$ cat src/rtl/qcv_rf_pkg.sv
// Shared definitions for the multi-port integer register file:
// state encoding, default widths and the write-port priority helper.
package qcv_rf_pkg;

   typedef enum logic {
      RF_INIT,
      RF_READY
   } rf_state_e;

   localparam int RF_DATA_W    = 32;
   localparam int RF_ADDR_W    = 5;
   // Widest write-port hit vector the priority helper understands.
   localparam int RF_MAX_WRITE = 8;

   // Returns the highest-index set bit of a per-port hit vector, or -1 when
   // no port targets the address; the highest index always wins collisions.
   function automatic int rf_write_sel(input logic [RF_MAX_WRITE-1:0] hits);
      int sel;
      sel = -1;
      for (int j = 0; j < RF_MAX_WRITE; j++) begin
         if (hits[j]) begin
            sel = j;
         end
      end
      return sel;
   endfunction

endpackage

$ cat src/rtl/qcv_rf_scoreboard.sv
// Busy scoreboard for the register file: one bit per entry that is set when
// a producer is allocated and cleared when a writeback lands.
module qcv_rf_scoreboard
   import qcv_rf_pkg::*;
#(
   parameter int ADDR_W    = RF_ADDR_W,
   parameter int NUM_WRITE = 2,
   parameter int NUM_READ  = 2,
   parameter int ZERO_REG  = 1
) (
   input  logic                          clk_i,
   input  logic                          rst_i,
   input  logic                          en_i,
   input  logic [NUM_WRITE-1:0]          we_i,
   input  logic [NUM_WRITE*ADDR_W-1:0]   waddr_i,
   input  logic                          alloc_valid_i,
   input  logic [ADDR_W-1:0]             alloc_addr_i,
   input  logic [NUM_READ*ADDR_W-1:0]    raddr_i,
   output logic [NUM_READ-1:0]           rbusy_o
);

   localparam int DEPTH = 2**ADDR_W;

   logic [DEPTH-1:0] r_busy;
   logic [DEPTH-1:0] w_busyNext;

   // Releases from writebacks first, then the new allocation, so a producer
   // issued in the same cycle as an older writeback keeps the entry busy.
   always_comb begin
      w_busyNext = r_busy;
      for (int j = 0; j < NUM_WRITE; j++) begin
         if (we_i[j]) begin
            w_busyNext[waddr_i[j*ADDR_W +: ADDR_W]] = 1'b0;
         end
      end
      if (alloc_valid_i) begin
         w_busyNext[alloc_addr_i] = 1'b1;
      end
      if (ZERO_REG != 0) begin
         w_busyNext[0] = 1'b0;
      end
   end

   // Busy vector only moves while the file is ready; reset clears everything.
   always_ff @(posedge clk_i) begin
      if (rst_i) begin
         r_busy <= '0;
      end else if (en_i) begin
         r_busy <= w_busyNext;
      end
   end

   // Read ports see registered busy state only.
   always_comb begin
      rbusy_o = '0;
      for (int k = 0; k < NUM_READ; k++) begin
         rbusy_o[k] = r_busy[raddr_i[k*ADDR_W +: ADDR_W]];
      end
   end

endmodule

$ cat src/rtl/qcv_regfile_mp.sv
// Parametrised multi-port integer register file with busy scoreboard and a
// self-clearing INIT sequence after reset.
// Optional build macro QCV_RF_BYPASS_EN: same-cycle write-to-read bypass of
// data and busy release.
module qcv_regfile_mp
   import qcv_rf_pkg::*;
#(
   parameter int DATA_W    = RF_DATA_W,
   parameter int ADDR_W    = RF_ADDR_W,
   parameter int NUM_READ  = 2,
   parameter int NUM_WRITE = 2,
   parameter int ZERO_REG  = 1
) (
   input  logic                          clk_i,
   input  logic                          rst_i,
   output logic                          ready_o,
   input  logic [NUM_READ*ADDR_W-1:0]    raddr_i,
   output logic [NUM_READ*DATA_W-1:0]    rdata_o,
   output logic [NUM_READ-1:0]           rbusy_o,
   input  logic [NUM_WRITE-1:0]          we_i,
   input  logic [NUM_WRITE*ADDR_W-1:0]   waddr_i,
   input  logic [NUM_WRITE*DATA_W-1:0]   wdata_i,
   input  logic                          alloc_valid_i,
   input  logic [ADDR_W-1:0]             alloc_addr_i
);

   localparam int                DEPTH      = 2**ADDR_W;
   localparam logic [ADDR_W-1:0] LAST_ADDR  = ADDR_W'(DEPTH - 1);
   localparam logic [ADDR_W-1:0] FIRST_ADDR = ADDR_W'(ZERO_REG);

   rf_state_e         r_state;
   rf_state_e         w_stateNext;
   logic [ADDR_W-1:0] r_initCnt;
   logic [ADDR_W-1:0] w_initCntNext;
   logic [DATA_W-1:0] r_mem [DEPTH];
   logic              w_ready;
   logic [NUM_READ-1:0] w_sbBusy;

   // State and INIT pointer; entry 0 is skipped when it is hardwired to zero.
   always_ff @(posedge clk_i) begin
      if (rst_i) begin
         r_state   <= RF_INIT;
         r_initCnt <= FIRST_ADDR;
      end else begin
         r_state   <= w_stateNext;
         r_initCnt <= w_initCntNext;
      end
   end

   // INIT walks the pointer up to the last entry and then hands over to READY.
   always_comb begin
      w_stateNext   = r_state;
      w_initCntNext = r_initCnt;
      if (r_state == RF_INIT) begin
         w_initCntNext = r_initCnt + 1'b1;
         if (r_initCnt == LAST_ADDR) begin
            w_stateNext = RF_READY;
         end
      end
   end

   assign w_ready = (r_state == RF_READY);
   assign ready_o = w_ready;

   // Storage has no reset: INIT zeroes it one entry per cycle, READY applies
   // writes in port order so the highest-index port lands last and wins.
   always_ff @(posedge clk_i) begin
      if (!rst_i) begin
         if (r_state == RF_INIT) begin
            r_mem[r_initCnt] <= '0;
         end else begin
            for (int j = 0; j < NUM_WRITE; j++) begin
               if (we_i[j] && !(ZERO_REG != 0 && waddr_i[j*ADDR_W +: ADDR_W] == '0)) begin
                  r_mem[waddr_i[j*ADDR_W +: ADDR_W]] <= wdata_i[j*DATA_W +: DATA_W];
               end
            end
         end
      end
   end

   qcv_rf_scoreboard #(
      .ADDR_W    (ADDR_W),
      .NUM_WRITE (NUM_WRITE),
      .NUM_READ  (NUM_READ),
      .ZERO_REG  (ZERO_REG)
   ) u_scoreboard (
      .clk_i         (clk_i),
      .rst_i         (rst_i),
      .en_i          (w_ready),
      .we_i          (we_i),
      .waddr_i       (waddr_i),
      .alloc_valid_i (alloc_valid_i),
      .alloc_addr_i  (alloc_addr_i),
      .raddr_i       (raddr_i),
      .rbusy_o       (w_sbBusy)
   );

   for (genvar k = 0; k < NUM_READ; k++) begin : g_read
      logic [ADDR_W-1:0] w_raddr;
      logic [DATA_W-1:0] w_rdata;
      logic              w_rbusy;

      assign w_raddr = raddr_i[k*ADDR_W +: ADDR_W];

`ifdef QCV_RF_BYPASS_EN
      logic [RF_MAX_WRITE-1:0] w_hit;
      int                      w_sel;

      // Spot the write ports hitting this read address; the zero register is
      // never bypassed so it keeps reading as zero.
      always_comb begin
         w_hit = '0;
         for (int j = 0; j < NUM_WRITE; j++) begin
            w_hit[j] = we_i[j] && (waddr_i[j*ADDR_W +: ADDR_W] == w_raddr) &&
                       !(ZERO_REG != 0 && w_raddr == '0);
         end
         w_sel = rf_write_sel(w_hit);
      end
`endif

      // Read mux: everything reads zero until INIT finishes.
      always_comb begin
         w_rdata = '0;
         w_rbusy = 1'b0;
         if (w_ready) begin
            w_rdata = r_mem[w_raddr];
            w_rbusy = w_sbBusy[k];
            if (ZERO_REG != 0 && w_raddr == '0) begin
               w_rdata = '0;
            end
`ifdef QCV_RF_BYPASS_EN
            if (w_sel >= 0) begin
               w_rdata = wdata_i[w_sel*DATA_W +: DATA_W];
               w_rbusy = 1'b0;
            end
`endif
         end
      end

      assign rdata_o[k*DATA_W +: DATA_W] = w_rdata;
      assign rbusy_o[k]                  = w_rbusy;
   end

endmodule
$ cat config.mk
export PLATFORM = sky130hd
export DESIGN_NAME = qcv_regfile_mp
export DESIGN_NICKNAME = d
export VERILOG_FILES = /design/src/rtl/qcv_rf_pkg.sv /design/src/rtl/qcv_rf_scoreboard.sv /design/src/rtl/qcv_regfile_mp.sv
export SDC_FILE = /design/constraint.sdc
export NUM_CORES = 2
export LEC_CHECK = 0
export BUFFER_PORTS_ARGS = -buffer_cell sky130_fd_sc_hd__buf_2
export CELL_PAD_IN_SITES_DETAIL_PLACEMENT = 1
export CELL_PAD_IN_SITES_GLOBAL_PLACEMENT = 1
export CORE_ASPECT_RATIO = 0.7
export CORE_MARGIN = 10
export CORE_UTILIZATION = 52
export DETAILED_ROUTE_END_ITERATION = 8
export PLACE_DENSITY_LB_ADDON = 0.05
export SYNTH_ARGS = -nofsm -noshare
export SYNTH_HDL_FRONTEND = slang
export SYNTH_SLANG_ARGS = --single-unit
$ cat constraint.sdc
create_clock -name clk_i -period 4.89 [get_ports clk_i]
set_input_delay 0.2445 -clock clk_i [delete_from_list [all_inputs] [get_ports clk_i]]
set_output_delay 0.2445 -clock clk_i [all_outputs]
set_load 0.01 [all_outputs]
==> metrics.txt <==
Worst EP arrival=approximately 4000 ps; largest net degree at the start of global routing=72; minimum clock period=roughly 4200 ps; final worst-path cycle share=86.29%; Power Dens Cells=300.3 nW/µm²; initial core utilization=between 50% and 60%; CP max FO=17; die width=roughly 430 µm; GPL Wtd Cong=between 0.8 and 0.9; Worst Path Required=approximately 4700 ps; worst r2r dst=r_mem[16][28]$_DFFE_PP_; met1 Usage GRT=49.00%; CTS tree=yes; DRC viols=0; vias in the first global route=47050; Initial DRC Count=6994; fin cells=approximately 6400; vias per cell=between 7 and 8; Design Power=between 15000 and 20000 µW; core area=roughly 110000 µm²; startpoint types=flop; Combinational Power Share=about 6.4%; Synth warnings=0; nets@finish=4861; DRT antenna net count=0; hold wc startpoint=alloc_valid_i; Int Power=around 15000 µW; final hold vios=0; Min-Delay Path Class=primary input to flop; kind of end point of the critical path=primary output; first-pass GRT wire length=between 300000 and 400000 µm; average size of a mapped cell=12.07 µm²; sequential share of the synthesized area=52.65%; global route overflow=0; Final Core Density=between 50% and 60%; LEAKAGE=a little under 0.02 µW; Synth cell types=between 60 and 70; Final Max Tran Viols=0; top cells by area, synth=edfxtp_1 (51%), mux4_2 (20%), o21ai_0 (8.1%); reg2reg start=ready_o$_SDFF_PP0_; syn nets=approximately 5000; Die Ht=a little over 300 µm; top-area cell type share of the netlist area=between 50% and 60%; reg2reg setup slack=1210 ps; hold-critical path depth=5; EDFF count, synth=1024; First-pass DRT Iterations=6; top post-synthesis cells by count=nand2_1 (1071), edfxtp_1 (1024), o21ai_0 (968), mux4_2 (520), clkbuf_1 (350); Hold Buf Count CTS=9; Synth area leader=edfxtp_1; clock sink total=~1100; top_reg_cell synth=edfxtp_1; CP startpoint=ready_o$_SDFF_PP0_; worst hold endpoint=u_scoreboard.r_busy[10]$_SDFFE_PP0P_; initial antenna violation count=12; critical path class=flop to primary output; Rows=just over 100; max_slew headroom=a little under an eighth; placed insts=6167; Post-Syn Area=about 60000 µm²; met3 global-route usage=about a tenth; worst-margin pin slew=between 1000 and 1500 ps; Setup TNS=0 ps; Syn Inst Count=4955; most used routing layer=met2; Clk network pwr share=roughly 43%; Post-CTS Setup Inserts=0; Setup WS pre-CTS=about 1100 ps; #FFs+latches synth=about 1100; # port buffers=160; CTS root buf=clkbuf_16; fmax=roughly 240 MHz; I/O Pins=about 160; clock tree buffer depth=3; dpl hpwl=approximately 140000 µm; RSZ-0062 raised after global routing=no; CTS H-tree depth=3; sw frac=a little under a quarter; status=complete, no violations; Worst Skew=between 20 and 25 ps; Final WS setup=about 670 ps; Reg clk slew, reported paths=roughly 60 ps; insertion delay to the later sink of the worst-skew pair=~730 ps; Routed wire per std cell=about 37 µm; vias=~47000; MaxCap Viol Count=0; Post-CTS Resized=0; setup violators final=0; WL final=235500 µm; Seq pwr share=between 50 and 60%; GRT Util Overall=35.51%; area grow syn2layout=9.058%; Net Switching=4616 µW; CTS buffer count=approximately 110; M2 GR Usage=52.06%; count leader, synth=nand2_1; Async SR Flop Fraction=0%; die area=129200 µm²; maximum vdd ir drop=roughly 0.00031 V; fraction of layout cells with a size suffix above 1=between 20% and 30%; R2R depth=6
[layout make-up]
type,instances,area (µm²)
well taps,1522,1904
multi-input cells,3234,26030
clock buffers,130,2849
inverters,47,176.4
repair buffers,312,2205
fillers,11260,48180
clock inverters,70,561.8
flip-flops and latches,1061,31490
diodes,5,12.51
[stage by stage]
stage                     cell area [µm²]  hold WS, ps
final                               65230        86.53
after global routing                65220        99.43
after CTS                           65220        53.87
after detailed placement            61720        488.0
after global placement              61720        470.7
after floorplan                     59810        431.6
[registers in the layout (all words and copies together) (netlist names)]
name                 cells
r_mem                 1024
u_scoreboard.r_busy     31
r_initCnt                5
ready_o                  1
[power by group through the flow]
stage	Combinational [µW]	Sequential (µW)	Clock (µW)
5_1_grt	1300	9960	8780
6_report	1250	9960	8380
3_3_place_gp	1210	10100	0
3_5_place_dp	1230	10200	0
2_1_floorplan	831	10100	0
4_1_cts	1240	9960	8400
[per-layer routing]
| metal | part of all wire, % | wire length (µm) | up-vias |
|---|---|---|---|
| met5 | 0.017 | 40 | - |
| met4 | 5.3 | 12440 | 6 |
| met3 | 13 | 30400 | 658 |
| met2 | 44 | 103200 | 3361 |
| met1 | 38 | 89450 | 23900 |
| li1 | - | - | 18610 |
[how the worst max path moves through the flow]
stage / end
6_report: rdata_o[0]
5_1_grt: rdata_o[0]
4_1_cts: rdata_o[0]
3_5_place_dp: r_mem[15][14]$_DFFE_PP_
3_3_place_gp: r_mem[15][16]$_DFFE_PP_
2_1_floorplan: r_mem[12][0]$_DFFE_PP_
[layout by cell type (no fill, tap or decap), types with 8 or more instances in the layout]
| cell | instances |
|---|---|
| a21oi_1 | 32 |
| a22oi_1 | 283 |
| and3_1 | 8 |
| and3b_1 | 13 |
| buf_12 | 16 |
| buf_2 | 156 |
| buf_4 | 127 |
| bufinv_16 | 8 |
| clkbuf_1 | 19 |
| clkbuf_16 | 111 |
| clkinv_1 | 28 |
| clkinv_2 | 24 |
| dfxtp_1 | 37 |
| dlygate4sd3_1 | 9 |
| edfxtp_1 | 1024 |
| inv_1 | 47 |
| mux2i_1 | 12 |
| mux4_2 | 520 |
| nand2_1 | 1071 |
| nand2b_1 | 10 |
| nand4_1 | 66 |
| nor2_1 | 19 |
| nor2_4 | 12 |
| nor3_2 | 19 |
| nor3_4 | 10 |
| nor3b_1 | 16 |
| o21ai_0 | 968 |
| o21ai_1 | 60 |
| o21bai_4 | 16 |
| o31ai_4 | 15 |
[cell families after synthesis]
logic type	count (synthesis)	share of synthesized area [%]
compound gates	1401	13.18
xor+xnor	2	0.02929
fa+ha+maj	2	0.04183
buf+inv	660	4.993
flops	1061	52.65
mux	536	19.86
simple gates	1293	9.253
[worst max-delay path: stages (launching register included)]
cell,delay (ps)
dfxtp_1,610
buf_4,290
nand2b_1,270
nor2_4,1010
buf_4,460
a22oi_1,150
nand4_1,250
buf_2,200
(Power assumes the default switching activity.)
